===== config.mk =====
export PLATFORM = sky130hd
export DESIGN_NAME = timer_hex_driver
export DESIGN_NICKNAME = d
export VERILOG_FILES = /design/src/rtl/timer_hex_driver.sv
export SDC_FILE = /design/constraint.sdc
export NUM_CORES = 1
export LEC_CHECK = 0
export CORE_ASPECT_RATIO = 1.5
export CORE_MARGIN = 3
export CORE_UTILIZATION = 30
export DETAILED_ROUTE_END_ITERATION = 8
export SLEW_MARGIN = 5
export SYNTH_ARGS = -nofsm -noshare
export SYNTH_HDL_FRONTEND = slang
export SYNTH_SLANG_ARGS = --single-unit

===== constraint.sdc =====
create_clock -name CLOCK_50 -period 4.3 [get_ports CLOCK_50]
set_clock_uncertainty 0.1 [all_clocks]
set_input_delay 1.29 -clock CLOCK_50 [delete_from_list [all_inputs] [get_ports CLOCK_50]]
set_output_delay 1.29 -clock CLOCK_50 [all_outputs]
set_load 0.01 [all_outputs]

===== src/rtl/timer_hex_driver.sv =====
// Extends the upstream BCD seconds count into an HH:MM:SS clock.
// Drives the six active-low seven-segment displays HEX5..HEX0 as HH MM SS.
module timer_hex_driver #(
    parameter bit BLANK_LEADING = 1'b1
) (
    input  logic       CLOCK_50,
    input  logic       myreset_n,
    input  logic [7:0] timerdisplay,
    input  logic       clear,
    output logic [7:0] minutes,
    output logic [7:0] hours,
    output logic       rollover,
    output logic [6:0] HEX0,
    output logic [6:0] HEX1,
    output logic [6:0] HEX2,
    output logic [6:0] HEX3,
    output logic [6:0] HEX4,
    output logic [6:0] HEX5
);

    localparam logic [6:0] SEG_BLANK = 7'b1111111;
    localparam logic [6:0] SEG_DASH  = 7'b0111111;

    function automatic logic [6:0] seg_decode(input logic [3:0] nib);
        logic [6:0] seg;
        case (nib)
            4'd0:    seg = 7'b1000000;
            4'd1:    seg = 7'b1111001;
            4'd2:    seg = 7'b0100100;
            4'd3:    seg = 7'b0110000;
            4'd4:    seg = 7'b0011001;
            4'd5:    seg = 7'b0010010;
            4'd6:    seg = 7'b0000010;
            4'd7:    seg = 7'b1111000;
            4'd8:    seg = 7'b0000000;
            4'd9:    seg = 7'b0010000;
            default: seg = SEG_DASH;
        endcase
        return seg;
    endfunction

    // Only ever applied to legal BCD values; the wrap limits are handled by the caller.
    function automatic logic [7:0] bcd_inc(input logic [7:0] v);
        logic [7:0] r;
        if (v[3:0] == 4'd9) begin
            r = {v[7:4] + 4'd1, 4'd0};
        end else begin
            r = {v[7:4], v[3:0] + 4'd1};
        end
        return r;
    endfunction

    logic [7:0] sec_q, sec_d;
    logic [7:0] min_q, min_d;
    logic [7:0] hr_q, hr_d;
    logic       roll_q, roll_d;
    logic [6:0] hex0_q, hex0_d;
    logic [6:0] hex1_q, hex1_d;
    logic [6:0] hex2_q, hex2_d;
    logic [6:0] hex3_q, hex3_d;
    logic [6:0] hex4_q, hex4_d;
    logic [6:0] hex5_q, hex5_d;

    logic min_tick;
    logic hour_tick;
    logic day_wrap;

    always_comb begin
        sec_d     = timerdisplay;
        min_d     = min_q;
        hr_d      = hr_q;
        roll_d    = 1'b0;

        // Only a genuine 59 -> 00 step of the seconds counter advances minutes.
        min_tick  = (sec_q == 8'h59) && (timerdisplay == 8'h00);
        hour_tick = min_tick && (min_q == 8'h59);
        day_wrap  = hour_tick && (hr_q == 8'h23);

        if (clear) begin
            min_d = 8'h00;
            hr_d  = 8'h00;
        end else if (min_tick) begin
            min_d = hour_tick ? 8'h00 : bcd_inc(min_q);
            if (hour_tick) begin
                hr_d = day_wrap ? 8'h00 : bcd_inc(hr_q);
            end
            roll_d = day_wrap;
        end
    end

    // Display registers sample the counter registers, so seconds and minutes
    // digits of a tick always change on the same edge.
    always_comb begin
        hex0_d = seg_decode(sec_q[3:0]);
        hex1_d = seg_decode(sec_q[7:4]);
        hex2_d = seg_decode(min_q[3:0]);
        hex3_d = seg_decode(min_q[7:4]);
        hex4_d = seg_decode(hr_q[3:0]);
        hex5_d = seg_decode(hr_q[7:4]);
        if (BLANK_LEADING && (hr_q[7:4] == 4'd0)) begin
            hex5_d = SEG_BLANK;
        end
    end

    always_ff @(posedge CLOCK_50 or negedge myreset_n) begin
        if (!myreset_n) begin
            sec_q  <= 8'h00;
            min_q  <= 8'h00;
            hr_q   <= 8'h00;
            roll_q <= 1'b0;
            hex0_q <= SEG_BLANK;
            hex1_q <= SEG_BLANK;
            hex2_q <= SEG_BLANK;
            hex3_q <= SEG_BLANK;
            hex4_q <= SEG_BLANK;
            hex5_q <= SEG_BLANK;
        end else begin
            sec_q  <= sec_d;
            min_q  <= min_d;
            hr_q   <= hr_d;
            roll_q <= roll_d;
            hex0_q <= hex0_d;
            hex1_q <= hex1_d;
            hex2_q <= hex2_d;
            hex3_q <= hex3_d;
            hex4_q <= hex4_d;
            hex5_q <= hex5_d;
        end
    end

    assign minutes  = min_q;
    assign hours    = hr_q;
    assign rollover = roll_q;
    assign HEX0     = hex0_q;
    assign HEX1     = hex1_q;
    assign HEX2     = hex2_q;
    assign HEX3     = hex3_q;
    assign HEX4     = hex4_q;
    assign HEX5     = hex5_q;

endmodule

==> summary.md <==
Sorting the synthesized cells by how often they occur yields dfstp_2, a21oi_1, ha_1. The achievable clock frequency is 0.3230 GHz. The final hold violation count came out at 0. The per-instance average area after synthesis is 10.05 um2, and the worst-skew pair later-pin latency is 0.33 ns. The clock transition at the registers of the reported paths is 0.06 ns. The tools report the number of global-route vias before repair as 2,806. The fraction of synthesis flops using an asynchronous set or reset pin is 1.000, and the register bit total from synthesis is 67. The pin count of the biggest net entering global routing was 40; the HPWL after detailed placement was 6099 um. The tools report the final core utilization as 0.4056. The post-route DRC violation count is 0, and the headroom to the max-slew limit is 0.4347. For the worst flop-to-flop path, the logic depth is 6.

The largest single stage delay on the critical path is 0.59 ns. The run gives 4 as the length of the first detailed-routing pass in iterations. The slowest cell on the critical path was or4_1. The floorplan die width is 93.52 um, and the sum of negative setup slack is 0 ns. For the fraction of met1 tracks used by global routing, the log shows 0.1497. Setup repair after global routing left no endpoint under its margin. Relative to the synthesized area, the layout overhead comes to 30.78%.

The floorplan step defined a die boundary enclosing 12,840 um2. The routed design has 8240 um of wire. For the global routing usage on met3, the log shows 0.04153.

The busiest layer in global routing is met2. dfstp_2 is the most common cell in the netlist. The worst-case IR drop observed on VDD is 0.0001483 V. For the maximum buffer depth of the clock tree, the log shows 2. The share of the cycle needed by the critical path after routing is 0.7201. The share of Yosys cell area claimed by the top area cell type was 0.3201; the sum of internal, switching and leakage power was 1.429 mW. The path category of the worst min-delay check was flop to flop. The number of buffers added on ports is 69, and the core box area is 11,110 um2. The routed via count divided by cell count was 4.900; the post-cts gate resize count was 0. The logs give 67 for the number of clock sinks and 47 for the number of rows in the core area. The number of design-rule violations left by the first detailed-router iteration came out at 112. Across the run, the number of max-cap violations was 0.

After synthesis the cells add up to 3447 um2. The number of antenna violations at the first check in global routing was 0; the average routed wire per standard cell was 14.77 um. In this run, post-CTS hold repair placed 0 buffers.

The critical path is of the input pin to flop type. The fraction of final layout cells sized beyond drive strength 1 works out to 0.1776. At the pin with the least slew margin, the transition time is 0.8479 ns.

Among all flip-flop cells after synthesis, the most frequent one is dfstp_2. The synthesized design spends more area on one cell type than any other, namely dfstp_2. CTS placed an instance of clkbuf_16 at the clock tree root.

The run gives 0 as the total count of max-transition violations in the final report. For the setup violation total in the final timing report, the log shows 0. The number of nets handed over by synthesis was 384.

The number of cells traversed by the worst hold path was 1; the count of different cell masters after synthesis was 47. For the count of antenna-violating nets left after detailed routing, the log shows 0. Yosys mapped a number of flops with a built-in enable equal to 0. Highest fanout seen on the critical path: 13.

Global-route wire length before repair: 13,770 um. For the worst setup path, the data required time is 4.44 ns. The aggregate global-route resource usage is 0.1377, and the net count of the finished layout is 447. The number of instances in the synthesized netlist was 343. The flow ran to the end, and the final reports show no timing, DRC or antenna violations. TritonCTS built the clock tree. The logs give 0.5016 for the sequential share of the synthesized area and 0.3101 for the initial core utilization.

The worst setup path is captured at a flop. In this run, CTS created clock tree buffers numbering 9. The startpoint type of the worst setup path was an input pin. Buffers added to address setup during post-CTS repair amount to 0.

The run gives 0 as the number of warning messages in the yosys log. The endpoint arrival time on the critical path was 3.24 ns. The die extent in y works out to 137.3 um. Summed over all layers, the global routing overflow is 0.

For the reported leakage power, the log shows 1.860 nW. The diode insertion count for antenna repair was 0; the shortest clock period the worst path allows after layout was 3.096 ns. For the via count of the routed design, the log shows 2,734. The signal on the critical path passes through clkdlybuf4s50_1 > nor4b_2 > nand4_2 > or4_1 > a21oi_1. The power density over the cells is 316.9 nW/um2, and the number of H-tree branching levels is 3. By area the synthesized netlist is led by dfstp_2, dfrtp_1, ha_1, a21oi_1, o21ai_0.

The congestion estimate from routability-driven global placement came to 0.8312. For the number of top-level pins, the log shows 70. The global routing usage on met2 was 0.2411.
through the flow:
stage / cells / hold slack (ns) / setup slack (ns) / cell area, um2
after floorplan: 343 / 0.3796 / 1.744 / 3447
after global placement: 542 / 0.4662 / 0.9218 / 4235
after detailed placement: 542 / 0.4493 / 0.8655 / 4235
after CTS: 558 / 0.4770 / 1.215 / 4508
after global routing: 558 / 0.5211 / 1.014 / 4508
final: 558 / 0.4828 / 1.204 / 4508
report_power, final:
group / switching, mW / internal (mW) / leakage (nW) / total (mW)
Combinational: 0.0446 / 0.0392 / 0.950 / 0.0838
Sequential: 0.0112 / 0.655 / 0.769 / 0.666
Clock: 0.285 / 0.394 / 0.142 / 0.679
Total: 0.341 / 1.09 / 1.86 / 1.43
area by class of cell:
class,count,area [um2]
Clock buffer,9,225.2
Clock inverter,7,47.55
Fill cell,1069,6606
Inverter,27,101.3
Multi-Input combinational cell,230,1520
Sequential cell,67,1729
Tap cell,147,183.9
Timing Repair Buffer,71,700.7
sequential cells by signal (all words and copies together) (netlist names), 7 cells and up:
register  cells
hours         8
minutes       8
sec_q         8
HEX0          7
HEX1          7
HEX2          7
HEX3          7
HEX4          7
HEX5          7
worst max-delay path, delay by kind of cell:
| family | cells | cell delay, ns |
|---|---|---|
| AND/OR/NAND/NOR | 3 | 1.33 |
| buffers and inverters | 1 | 0.46 |
| AO/OA/AOI/OAI | 1 | 0.15 |
cell families (layout without fill, tap and decap cells):
| kind of cell | Yosys count | in the layout | synth area share |
|---|---|---|---|
| adders and majority gates | 30 | 30 | 0.1089 |
| DFF | 67 | 67 | 0.5016 |
| muxes | 3 | 3 | 0.008712 |
| AOI/OAI and AO/OA | 91 | 91 | 0.1499 |
| buffers and inverters | 46 | 114 | 0.05735 |
| and+or+nand+nor | 106 | 106 | 0.1735 |
worst paths after layout:
| kind | slack, ns | from | endpoint |
|---|---|---|---|
| max | 1.20 | timerdisplay[0] | hours[3] |
| max reg2reg | 1.99 | sec_q[5] | hours[3] |
| min reg2reg | 0.48 | sec_q[3] | HEX0[6] |
| min in group asynchronous | 0.97 | myreset_n | sec_q[0] |
| min | 0.48 | sec_q[3] | HEX0[6] |
| max in group asynchronous | 2.34 | myreset_n | HEX5[6] |
per-layer routing:
metal,vias to the layer above,share of wire
met4,0,0.026
li1,1321,-
met5,-,0
met2,74,0.53
met3,17,0.056
met1,1322,0.39
cell usage in the layout (no fill, tap or decap), drive strengths merged:
cell | synthesis | final
o21ai | 28 | 28
or3 | 1 | 1
or4 | 1 | 1
nand2 | 20 | 20
and4 | 3 | 3
inv | 26 | 32
o2111a | 1 | 1
dfrtp | 25 | 25
nand3 | 5 | 5
nor4 | 3 | 3
and3b | 3 | 3
a311oi | 1 | 1
nor2 | 29 | 29
nand4 | 10 | 10
o32ai | 1 | 1
and4b | 1 | 1
a2111oi | 1 | 1
a311o | 1 | 1
buf | 9 | 3
a31oi | 9 | 9
mux2i | 3 | 3
clkinv | 1 | 2
clkdlybuf4s50 | 0 | 68
dfstp | 42 | 42
or2 | 5 | 5
ha | 30 | 30
and3 | 2 | 2
nand3b | 3 | 3
a22oi | 1 | 1
a211oi | 3 | 3
a21oi | 37 | 37
o31ai | 6 | 6
clkbuf | 10 | 9
nor4b | 3 | 3
nand2b | 5 | 5
nor3 | 4 | 4
nor2b | 5 | 5
and2 | 3 | 3
o22ai | 2 | 2
(Power assumes the default switching activity.)
